[config.mk]
export PLATFORM = sky130hd
export DESIGN_NAME = vedic3_seq_mult
export DESIGN_NICKNAME = d
export VERILOG_FILES = /design/src/rtl/vedic3_seq_mult.sv
export SDC_FILE = /design/constraint.sdc
export NUM_CORES = 1
export LEC_CHECK = 0
export BUFFER_PORTS_ARGS = -buffer_cell sky130_fd_sc_hd__buf_4
export CAP_MARGIN = 5
export CORE_ASPECT_RATIO = 0.9
export CORE_MARGIN = 4
export CORE_UTILIZATION = 40
export CTS_CLUSTER_SIZE = 10
export DETAILED_ROUTE_END_ITERATION = 7
export SETUP_SLACK_MARGIN = 0.4
export SYNTH_ARGS = -nofsm -noshare
export SYNTH_HDL_FRONTEND = slang
export SYNTH_SLANG_ARGS = --single-unit
[constraint.sdc]
create_clock -name clk -period 4.28 [get_ports clk]
set_clock_uncertainty 0.15 [all_clocks]
set_input_delay 0.856 -clock clk [delete_from_list [all_inputs] [get_ports clk]]
set_output_delay 0.856 -clock clk [all_outputs]
set_load 0.005 [all_outputs]
[src/rtl/vedic3_seq_mult.sv]
// vedic3_seq_mult: sequential unsigned multiplier that computes a W x W product
// (W = 3*NDIG) from NDIG*NDIG digit-by-digit partial products. Each partial
// product comes from one shared 3x3 vedic core, one product per cycle.
//
// Ports:
//   clk, rst_n           clock, asynchronous active-low reset
//   in_valid / in_ready  operand handshake (a_in, b_in unsigned, W bits)
//   abort                synchronous cancel of the operation in progress
//   out_valid/out_ready  result handshake (product_out unsigned, 2W bits)
//   busy                 operation in progress or result waiting

// 3x3 vedic (vertical and crosswise) multiplier core.
module vedic3x3_core (
  input  logic [2:0] a,
  input  logic [2:0] b,
  output logic [5:0] p
);
  logic [5:0] c0, c1, c2, c3, c4;

  // Column sums of the crosswise digit products, weighted by column position.
  assign c0 = 6'(a[0] & b[0]);
  assign c1 = 6'(a[1] & b[0]) + 6'(a[0] & b[1]);
  assign c2 = 6'(a[2] & b[0]) + 6'(a[1] & b[1]) + 6'(a[0] & b[2]);
  assign c3 = 6'(a[2] & b[1]) + 6'(a[1] & b[2]);
  assign c4 = 6'(a[2] & b[2]);

  assign p = c0 + (c1 << 1) + (c2 << 2) + (c3 << 3) + (c4 << 4);
endmodule

module vedic3_seq_mult #(
  parameter int NDIG = 3
) (
  input  logic                clk,
  input  logic                rst_n,
  input  logic                in_valid,
  output logic                in_ready,
  input  logic [3*NDIG-1:0]   a_in,
  input  logic [3*NDIG-1:0]   b_in,
  input  logic                abort,
  output logic                out_valid,
  input  logic                out_ready,
  output logic [6*NDIG-1:0]   product_out,
  output logic                busy
);
  localparam int W  = 3 * NDIG;
  localparam int PW = 2 * W;
  localparam int IW = (NDIG > 1) ? $clog2(NDIG) : 1;

  typedef enum logic [1:0] {IDLE, RUN, DONE} state_t;

  state_t          state;
  logic [IW-1:0]   i_idx;
  logic [IW-1:0]   j_idx;
  logic            issue_en;
  logic [W-1:0]    a_reg;
  logic [W-1:0]    b_reg;
  logic [2:0]      a_dig;
  logic [2:0]      b_dig;
  logic [5:0]      core_p;
  logic [PW-1:0]   pp_shift;
  logic [PW-1:0]   pp_p1;
  logic            vld_p1;
  logic            last_p1;
  logic [PW-1:0]   acc;
  logic            accept;
  logic            last_step;
  logic            j_wrap;

  assign accept    = (state == IDLE) && in_valid && !abort;
  assign j_wrap    = (j_idx == IW'(NDIG - 1));
  assign last_step = j_wrap && (i_idx == IW'(NDIG - 1));

  assign a_dig = a_reg[3*i_idx +: 3];
  assign b_dig = b_reg[3*j_idx +: 3];

  vedic3x3_core u_core (
    .a (a_dig),
    .b (b_dig),
    .p (core_p)
  );

  // Partial product weighted by its digit position 3*(i+j), full 2W width.
  assign pp_shift = PW'(core_p) << (3 * (int'(i_idx) + int'(j_idx)));

  // Stage p0 -> p1: operand capture and registered partial product.
  always_ff @(posedge clk) begin
    if (accept) begin
      a_reg <= a_in;
      b_reg <= b_in;
    end
    if (state == RUN && issue_en) begin
      pp_p1 <= pp_shift;
    end
  end

  // Control and accumulator (stage p1 -> result).
  always_ff @(posedge clk or negedge rst_n) begin
    if (!rst_n) begin
      state    <= IDLE;
      i_idx    <= '0;
      j_idx    <= '0;
      issue_en <= 1'b0;
      vld_p1   <= 1'b0;
      last_p1  <= 1'b0;
      acc      <= '0;
    end else begin
      case (state)
        IDLE: begin
          vld_p1  <= 1'b0;
          last_p1 <= 1'b0;
          if (accept) begin
            state    <= RUN;
            acc      <= '0;
            i_idx    <= '0;
            j_idx    <= '0;
            issue_en <= 1'b1;
          end
        end
        RUN: begin
          if (abort) begin
            state    <= IDLE;
            acc      <= '0;
            i_idx    <= '0;
            j_idx    <= '0;
            issue_en <= 1'b0;
            vld_p1   <= 1'b0;
            last_p1  <= 1'b0;
          end else begin
            vld_p1  <= issue_en;
            last_p1 <= issue_en && last_step;
            // j inner, i outer; issuing stops after the final digit pair.
            if (issue_en) begin
              if (j_wrap) begin
                j_idx <= '0;
                if (last_step) begin
                  i_idx    <= '0;
                  issue_en <= 1'b0;
                end else begin
                  i_idx <= i_idx + 1'b1;
                end
              end else begin
                j_idx <= j_idx + 1'b1;
              end
            end
            if (vld_p1) begin
              acc <= acc + pp_p1;
              if (last_p1) state <= DONE;
            end
          end
        end
        DONE: begin
          // abort wins over a pending handshake: the result is dropped.
          if (abort) begin
            state <= IDLE;
            acc   <= '0;
          end else if (out_ready) begin
            state <= IDLE;
          end
        end
        default: state <= IDLE;
      endcase
    end
  end

  assign in_ready    = (state == IDLE);
  assign out_valid   = (state == DONE);
  assign busy        = (state == RUN) || (state == DONE);
  assign product_out = acc;
endmodule
# After elaboration in Yosys (flattened, before gate mapping)
# Cells that the tools add are included.
[op_classes] reduce_logical=15 bitwise_logic=9 eq_ne=11 add_sub_neg=12 shift=3 mul=3 mux=32
[ops] op="$mux W18" count=4
[ops] op="$pmux W18 S3" count=1
[ops] op="$mux W2" count=14
[ops] op="$add A6 B6 Y6" count=4
[ops] op="$add A18 B18 Y18" count=1
[ops] op="$shiftx A9 B5 Y3" count=2
[ops] op="$shl A6 B5 Y18" count=1
[ops] op="$ne A3 B3 Y1 const B" count=4
[ops] op="$reduce_and A4 Y1" count=3
[ops] op="$and A1 B1 Y1" count=9
[ops] op="$add A4 B4 Y4" count=2
[ops] op="$mul A2 B2 Y4 const A" count=2
[ops] op="$pmux W2 S2" count=2
[ops] op="$mux W1" count=7
[ops] op="$eq A2 B2 Y1 const B" count=3
[ops] op="$pmux W1 S2" count=3
[ops] op="$pmux W2 S3" count=1
[ops] op="$add A5 B5 Y5" count=1
[ops] op="$logic_and A1 B1 Y1" count=5
[ops] op="$mul A2 B3 Y5 const A" count=1
[ops] op="$add A2 B1 Y2 const B" count=2
[ops] op="$add A2 B2 Y3" count=1
[ops] op="$add A3 B3 Y3" count=1
[ops] op="$ne A3 B2 Y1 const B" count=1
[ops] op="other kinds (10)" count=10
[word_totals] register_bits=63 inputBits=23

# Longest topological paths before layout
# Gate-level depths: netlist of the first run.
[logic_depth] depth_word=9 ltp_mapped=17

# Hierarchy
# From an unflattened synthesis of the first run, not the netlist that was laid out.
[hier_totals] cells_unflattened=379 area_unflattened_um2=3892.5
[modules_own_cells] mod="vedic3_seq_mult" area_each_um2=3711.1 cells_per_inst=357 n_inst=1 seq_area_each_um2=1756.7
[modules_own_cells] mod="vedic3x3_core" area_each_um2=181.4 cells_per_inst=22 n_inst=1 seq_area_each_um2=0.0

# Least setup slack after synthesis of the first run
# Ideal clock, no wire load.
[synth_timing] kind="register to register" startpoint="reg j_idx[0]" endpoint="reg pp_p1[8] (data pin)" slack_ns=0.499 required_ns=3.866 stages_incl_launch_ff=17 arrival_time_ns=3.367 period_less_slack_ns=3.781 cell_sequence="dfrtp_1 -> buf_2 -> nor2b_1 -> a21oi_1 -> or2_2 -> fa_1 -> inv_1 -> ha_1 -> ha_1 -> inv_1 -> fa_1 -> inv_1 -> mux4_2 -> nand2_1 -> o21ai_0 -> a21oi_1 -> nor2_1"
[synth_between] elab_chain_cells=9
[synth_lines] element="from (decl)" line_no="53" rtl="logic [IW-1:0] j_idx;"
[synth_lines] element="from (signal assigned)" line_no="142" rtl="j_idx <= j_idx + 1'b1;"
[synth_lines] element="$mul A2 B2 Y4" line_no="74" rtl="assign b_dig = b_reg[3*j_idx +: 3];"
[synth_lines] element="$shiftx A9 B5 Y3" line_no="74"
[synth_lines] element="$and A1 B1 Y1, on equally long branches" line_no="22, 23"
[synth_lines] element="$add A5 B5 Y5 or $add A4 B4 Y4 (tied branches)" line_no="22, 23"
[synth_lines] element="$add A6 B6 Y6 or $add A4 B4 Y4 (tied branches)" line_no="27, 23"
[synth_lines] element="$add A6 B6 Y6 (3 in series)" line_no="27" rtl="assign p = c0 + (c1 << 1) + (c2 << 2) + (c3 << 3) + (c4 << 4);"
[synth_lines] element="$shl A6 B5 Y18 *" line_no="83" rtl="assign pp_shift = PW'(core_p) << (3 * (int'(i_idx) + int'(j_idx)));"
[synth_lines] element="to (signal assigned)" line_no="92" rtl="pp_p1 <= pp_shift;"
[synth_lines] element="to (decl)" line_no="61" rtl="logic [PW-1:0] pp_p1;"
# Mark *: on every way between the ends. The rest lies on a longest branch, timed or not.
# A chain may end at the register's enable or synchronous reset.

# Worst setup path after layout of the first run
[layout_timing] startpoint="reg i_idx[0]" endpoint="reg pp_p1[8] (data pin)"
[layout_between] elab_chain_cells=9
[layout_lines] element="from (decl)" line_no="52" rtl="logic [IW-1:0] i_idx;"
[layout_lines] element="from (signal assigned)" line_no="139" rtl="i_idx <= i_idx + 1'b1;"
[layout_lines] element="$mul A2 B2 Y4" line_no="73" rtl="assign a_dig = a_reg[3*i_idx +: 3];"
[layout_lines] element="$shiftx A9 B5 Y3" line_no="73"
[layout_lines] element="$and A1 B1 Y1, on equally long branches" line_no="22, 23"
[layout_lines] element="$add A5 B5 Y5 or $add A4 B4 Y4 (tied branches)" line_no="22, 23"
[layout_lines] element="$add A6 B6 Y6 or $add A4 B4 Y4 (tied branches)" line_no="27, 23"
[layout_lines] element="$add A6 B6 Y6 (3 in series)" line_no="27"
[layout_lines] element="$shl A6 B5 Y18 *" line_no="83"
# Marked as above.

==> flow_summary.toml, run 1 <==
[synth]
ys_warn_count = 0
ys_ff_latch = 63
async_reset_ff_share_pct = 42.86
synth_seq_area_share_pct = 43.39
syn_area_um2 = 4049
ys_types = 66
synthCells = 398
synth_fp_nets = 456
avgSynthCellArea_um2 = 10.17
synth_top_flop_cell = "edfxtp_1"
synth_edf_count = 36

[drt]
ant_nets = 0
route.detailed.wl_per_inst_um = 15.23
vias = 3120
viasPerCell = 5.407
drc = 0
drt-initial-drc-count = 248
totalWireLength_mm = 8.790
drt_pass1_iterations = 4

[worst_setup_path]
crit_fanout = 8
startpoint_type = "flop"
r2r_start = "i_idx[0]"
arrival_ns = 3.77
timing.rr.end = "pp_p1[8]"
cp-end-kind = "flop"
critical_path_class = "reg -> reg"
reg2reg_slack_ns = 0.43
worstPathCellList = "nor2b_2 -> a21oi_1 -> nand2b_1 -> fa_1 -> inv_1 -> ha_2 -> ha_4 -> inv_2 -> fa_1 -> inv_1 -> mux4_2 -> nand2_1 -> o21ai_2 -> a21oi_1 -> nor2_1"
slowest_delay_ns = 0.53
worst_path_max_delay_cell = "fa_1"
crit_family = "adder cells"
crit_buf_inv = 3
r2r_cells = 15
required_ns = 4.20

[timing]
relSlewSlack_pct = 37.41
fmax_ghz = 0.2599
hold_viol_final = 0
rsz0062_at_grt = "true"
setup_viol = 0
period_minus_slack_ns = 3.848
drv_slew = 0
whs_ns = 0.2945
fin_crit_sh_pct = 89.91
setup_tns_ns = 0
tightest_slew_ns = 0.9361

[global_routing]
grt_max_degree = 28
grt_busiest_layer = "met2"
grtUsageMet2_pct = 25.97
grt_pass1_wl_mm = 14.21
track_usage_pct = 15.35
grtUsageMet1_pct = 19.47
grt-ovfl-total = 0
gr-usage-met3_pct = 3.490
grt_pass1_vias = 2932
antenna_found_initial = 0

[clock_tree]
cts.sinks = 63
cts_buffer_depth = 2
ctsHoldBuffers = 0
cts_tree = "built"
h-tree-depth = 3
numCtsBuffers = 9
worstSkewPairLatency_ns = 0.33
path_clk_slew_ns = 0.06
ctsRootBufferMaster = "clkbuf_16"

[placement]
gp_congestion = 0.8853
place_area_um2 = 4488
port_buffers = 43
dpl.hpwl_mm = 6.512

[power_and_ir_drop]
powerDensity_nw_per_um2 = 717.3
ir_worst_vdd_mv = 0.2700
leakagePower_nw = 2.078
total_power_w = 0.003540

[cells_and_area]
layout-drive-gt1-share_pct = 22.84
diodes = 0
final-seq-area_um2 = 1762
fill_cells = 874
finalNetCount = 504
area_growth_syn_to_layout_pct = 21.88
multi_input_area_um2 = 2245
final_common_cell = "buf_4"
final_cell_mix = "52 x buf_4, 43 x nand2_1, 36 x edfxtp_1, 33 x nor2_1, 28 x ha_1"
final_area_um2 = 4935

[worst_hold_path]
hp-class = "in -> async"

[die]
rows = 34
die-area_um2 = 11800
die_h_um = 103.4
core_um2 = 9784
initial_core_util_pct = 41.38
die_x_um = 114.1
io_pins = 44

[status]
status = "completed"

[flow_run]
cap_viol_max_count = 0
==> per-layer routing <==
layer	wire length (µm)	part of all wire (%)
met1	4106	47
met2	4155	47
met3	345	3.9
met4	183	2.1
met5	0	0
==> report_power, final <==
part / switching (W) / total [W] / internal [W] / leakage, nW
combinational: 0.00102 / 0.00178 / 0.000758 / 1.24
sequential: 0.000138 / 0.00102 / 0.000878 / 0.697
clock: 0.000286 / 0.000743 / 0.000456 / 0.143
==> worst reg2reg max path, delay by kind of cell (launching register included) <==
kind / cells / cell delay [ns]
multiplexers: 1 / 0.47
flip-flops: 1 / 0.45
adder cells (fa/ha/maj): 4 / 1.33
AO/OA/AOI/OAI: 3 / 0.40
buffers and inverters: 3 / 0.16
AND/OR/NAND/NOR: 4 / 0.62
==> worst max-delay path by stage <==
stage / cells past startpoint / end / from
floorplan: 16 / pp_p1[8] / j_idx[0]
global placement: 15 / pp_p1[8] / j_idx[1]
detailed placement: 15 / pp_p1[8] / j_idx[1]
CTS: 16 / pp_p1[8] / j_idx[0]
global route: 14 / pp_p1[4] / i_idx[0]
finish: 15 / pp_p1[8] / i_idx[0]
==> per-stage QoR <==
| stage | instances | utilization [%] | setup WS (ns) |
|---|---|---|---|
| 2_1_floorplan | 398 | - | 0.4991 |
| 3_3_place_gp | 556 | 45.87 | 0.3078 |
| 3_5_place_dp | 556 | 45.87 | 0.2172 |
| 4_1_cts | 572 | 49.21 | 0.4108 |
| 5_1_grt | 577 | 50.43 | 0.2503 |
| 6_report | 577 | 50.43 | 0.4317 |
==> synth_stat cells (all sizes together) (5+ instances only) <==
cell / instances / area (µm²)
xnor2: 6 / 52.55
o21ai: 22 / 113.9
dfrtp: 27 / 675.7
o21a: 5 / 37.54
clkbuf: 11 / 52.54
inv: 20 / 75.07
nand2: 43 / 161.4
fa: 5 / 100.1
a21oi: 22 / 113.9
a211oi: 5 / 37.54
ha: 30 / 375.4
a22o: 8 / 70.07
nand2b: 5 / 31.28
or2: 5 / 31.28
edfxtp: 36 / 1081
xor2: 6 / 52.55
nor2: 33 / 123.9
nor2b: 13 / 81.33
mux2i: 11 / 110.1
nand3: 9 / 45.04
nor3: 6 / 30.03
o31ai: 8 / 65.06
==> layout make-up <==
type / instances / area share [%]
Clock buffer: 9 / 4.564
Clock inverter: 7 / 1.623
Inverter: 20 / 1.521
Multi-Input combinational cell: 300 / 45.49
Sequential cell: 63 / 35.70
Tap cell: 126 / 3.195
Timing Repair Buffer: 52 / 7.911
==> logic make-up (layout without fill, tap and decap cells) <==
kind of cell	Yosys count	in the layout	synth area share (%)
xor gates and xnor gates	12	12	2.596
DFF	63	63	43.39
AOI/OAI and AO/OA	105	105	18.91
adders and majority gates	35	35	11.74
buffers and inverters	35	88	3.615
and+or+nand+nor	134	134	15.91
muxes	14	14	3.832
==> timing repair <==
action | CTS | global route
endpoints found under the setup margin | 8 | 10
pin swaps | 1 | 6
resized for setup | 8 | 20
setup buffers | 0 | 5
cloned | 0 | 0
Note: power is estimated with default switching activity, not from simulation.
==> run 2, diff against run 1 <==
--- a/config.mk
+++ b/config.mk
@@ -10,6 +10,7 @@
 export CORE_ASPECT_RATIO = 0.9
 export CORE_MARGIN = 4
 export CORE_UTILIZATION = 40
+export CTS_BUF_LIST = sky130_fd_sc_hd__clkbuf_8
 export CTS_CLUSTER_SIZE = 10
 export DETAILED_ROUTE_END_ITERATION = 7
 export SETUP_SLACK_MARGIN = 0.4
==> constraint.sdc (replaced) <==
create_clock -name clk -period 4.6 [get_ports clk]
set_clock_uncertainty 0.15 [all_clocks]
set_input_delay 0.92 -clock clk [delete_from_list [all_inputs] [get_ports clk]]
set_output_delay 0.92 -clock clk [all_outputs]
set_load 0.005 [all_outputs]
==> run 2 against run 1 <==
Die area did not move. Count of clock-buffer cells in the layout rose by 1. Non-clock buffer count fell by 7. Largest power group unchanged. Routed wire length fell by 1.8%. First-iteration DRC count fell by 11%. Sequential cell count did not move. Critical path type unchanged. Register-to-register slack improved by 0.20 ns.
==> flow_summary.toml, run 2 (synthesized netlist as in run 1, its figures left out) <==
[global_routing]
grt-ovfl-total = 0
grt_pass1_wl_mm = 14.22
grt_max_degree = 28
track_usage_pct = 15.31
grt_pass1_vias = 2879
antenna_found_initial = 0

[power_and_ir_drop]
switchingPower_w = 0.001283
ir_worst_vdd_mv = 0.2544
swShare_pct = 41.81
internal_power_w = 0.001785
powerDensity_nw_per_um2 = 648.5
leakagePower_nw = 2.000
pwr-share-comb_pct = 51.0
seqPwrFrac_pct = 30.7
clock_power_share_pct = 18.2
total_power_w = 0.003068

[worst_setup_path]
cp-end-kind = "flop"
required_ns = 4.53
critPathLaunch = "j_idx[0]"
critical_path_class = "reg -> reg"
arrival_ns = 3.89
r2r_cells = 16
timing.rr.end = "pp_p1[8]"
crit_end = "pp_p1[8]"
crit_fanout = 8
startpoint_type = "flop"
r2r_start = "j_idx[0]"
reg2reg_slack_ns = 0.63

[drt]
route.detailed.wl_per_inst_um = 15.14
drt_pass1_iterations = 4
vias = 3042
drc = 0
drt-initial-drc-count = 221
totalWireLength_mm = 8.629
viasPerCell = 5.337
ant_nets = 0

[clock_tree]
cts_setup_buffers = 0
cts_buffer_depth = 2
h-tree-depth = 3
cts.sinks = 63
cts_tree = "built"
worstSkewPairLatency_ns = 0.34
numCtsBuffers = 9
ctsHoldBuffers = 0
ctsRootBufferMaster = "clkbuf_8"
cts_resized = 0
path_clk_slew_ns = 0.08

[placement]
gp_congestion = 0.8805
dpl.hpwl_mm = 6.429
port_buffers = 43

[timing]
fmax_ghz = 0.2521
setup_viol = 0
tightest_slew_ns = 0.9108
period_minus_slack_ns = 3.966
rsz0062_at_grt = "false"
hold_viol_final = 0
drv_slew = 0
fin_crit_sh_pct = 86.22
relSlewSlack_pct = 39.10
setup_tns_ns = 0

[cells_and_area]
final_common_cell = "buf_4"
area_growth_syn_to_layout_pct = 16.84
layout-drive-gt1-share_pct = 18.69
fill_cells = 924
diodes = 0
final-seq-area_um2 = 1762
final_cell_mix = "45 x buf_4, 43 x nand2_1, 36 x edfxtp_1, 33 x nor2_1, 30 x ha_1"
multi_input_area_um2 = 2168
finalNetCount = 497

[die]
die_x_um = 114.1
die_h_um = 103.4
die-area_um2 = 11800
initial_core_util_pct = 41.38
core_um2 = 9784
io_pins = 44
rows = 34

[worst_hold_path]
hp-class = "in -> async"

[status]
status = "completed"

[flow_run]
cap_viol_max_count = 0
## run 2: cell count changes in the layout (fill, tap and decap cells not counted), moves of 2 or more
cell / previous run / this run
a21oi_1: 17 / 21
a21oi_2: 5 / 1
buf_4: 52 / 45
clkbuf_16: 9 / 0
clkbuf_8: 0 / 10
ha_1: 28 / 30
o21ai_0: 15 / 18
o21ai_2: 3 / 1
o2bb2ai_2: 0 / 2
## run 2: power by group through the flow
stage	clock, W	combinational [W]	sequential [W]
after floorplan	0	0.00116	0.000910
after global placement	0	0.00153	0.000952
after detailed placement	0	0.00155	0.000954
after CTS	0.000576	0.00156	0.000943
after global routing	0.000602	0.00175	0.000965
final	0.000559	0.00157	0.000943
## run 2: worst min path at each step
stage | startpoint | to | cells past startpoint
after floorplan | last_p1 | last_p1 | 2
after global placement | last_p1 | last_p1 | 2
after detailed placement | last_p1 | last_p1 | 2
after CTS | rst_n | product_out[14] | 1
after global routing | rst_n | state[0] | 1
final | rst_n | last_p1 | 1
## run 2: stage by stage
step	area (µm²)	setup WS (ns)	instances	hold slack, ns	utilization (%)
finish	4731	0.6340	570	0.3483	48.35
global route	4731	0.4262	570	0.3596	48.35
CTS	4703	0.4417	570	0.3475	48.07
detailed placement	4473	0.5069	554	0.3316	45.72
global placement	4473	0.6164	554	0.3187	45.72
floorplan	4049	0.8191	398	0.2997	-
## run 2: worst max-delay path, stage by stage, from the launching register on
cell and delay [ns]:
dfrtp_2 0.49, mux2i_1 0.15, nor2_1 0.13, a21oi_1 0.08, or2_2 0.30, fa_1 0.46
inv_1 0.07, ha_1 0.14, ha_1 0.14, inv_1 0.05, fa_1 0.52, inv_1 0.06
mux4_2 0.49, nand2_1 0.09, o21ai_0 0.14, a21oi_1 0.21, nor2_1 0.06
## run 2: layout make-up
cell class	instances	share of cell area (%)
Inverter	20	1.587
Clock inverter	6	1.957
Timing Repair Buffer	45	7.141
Sequential cell	63	37.24
Clock buffer	10	2.909
Multi-Input combinational cell	300	45.83
Tap cell	126	3.332
## run 2: layer usage
layer / vias to the layer above / global-route usage (%) / part of all wire, %
li1: 1555 / - / -
met1: 1434 / 20.31 / 47
met2: 51 / 25.47 / 48
met3: 2 / 3.549 / 4.0
met4: 0 / 4.110 / 0.46
met5: - / 0 / 0
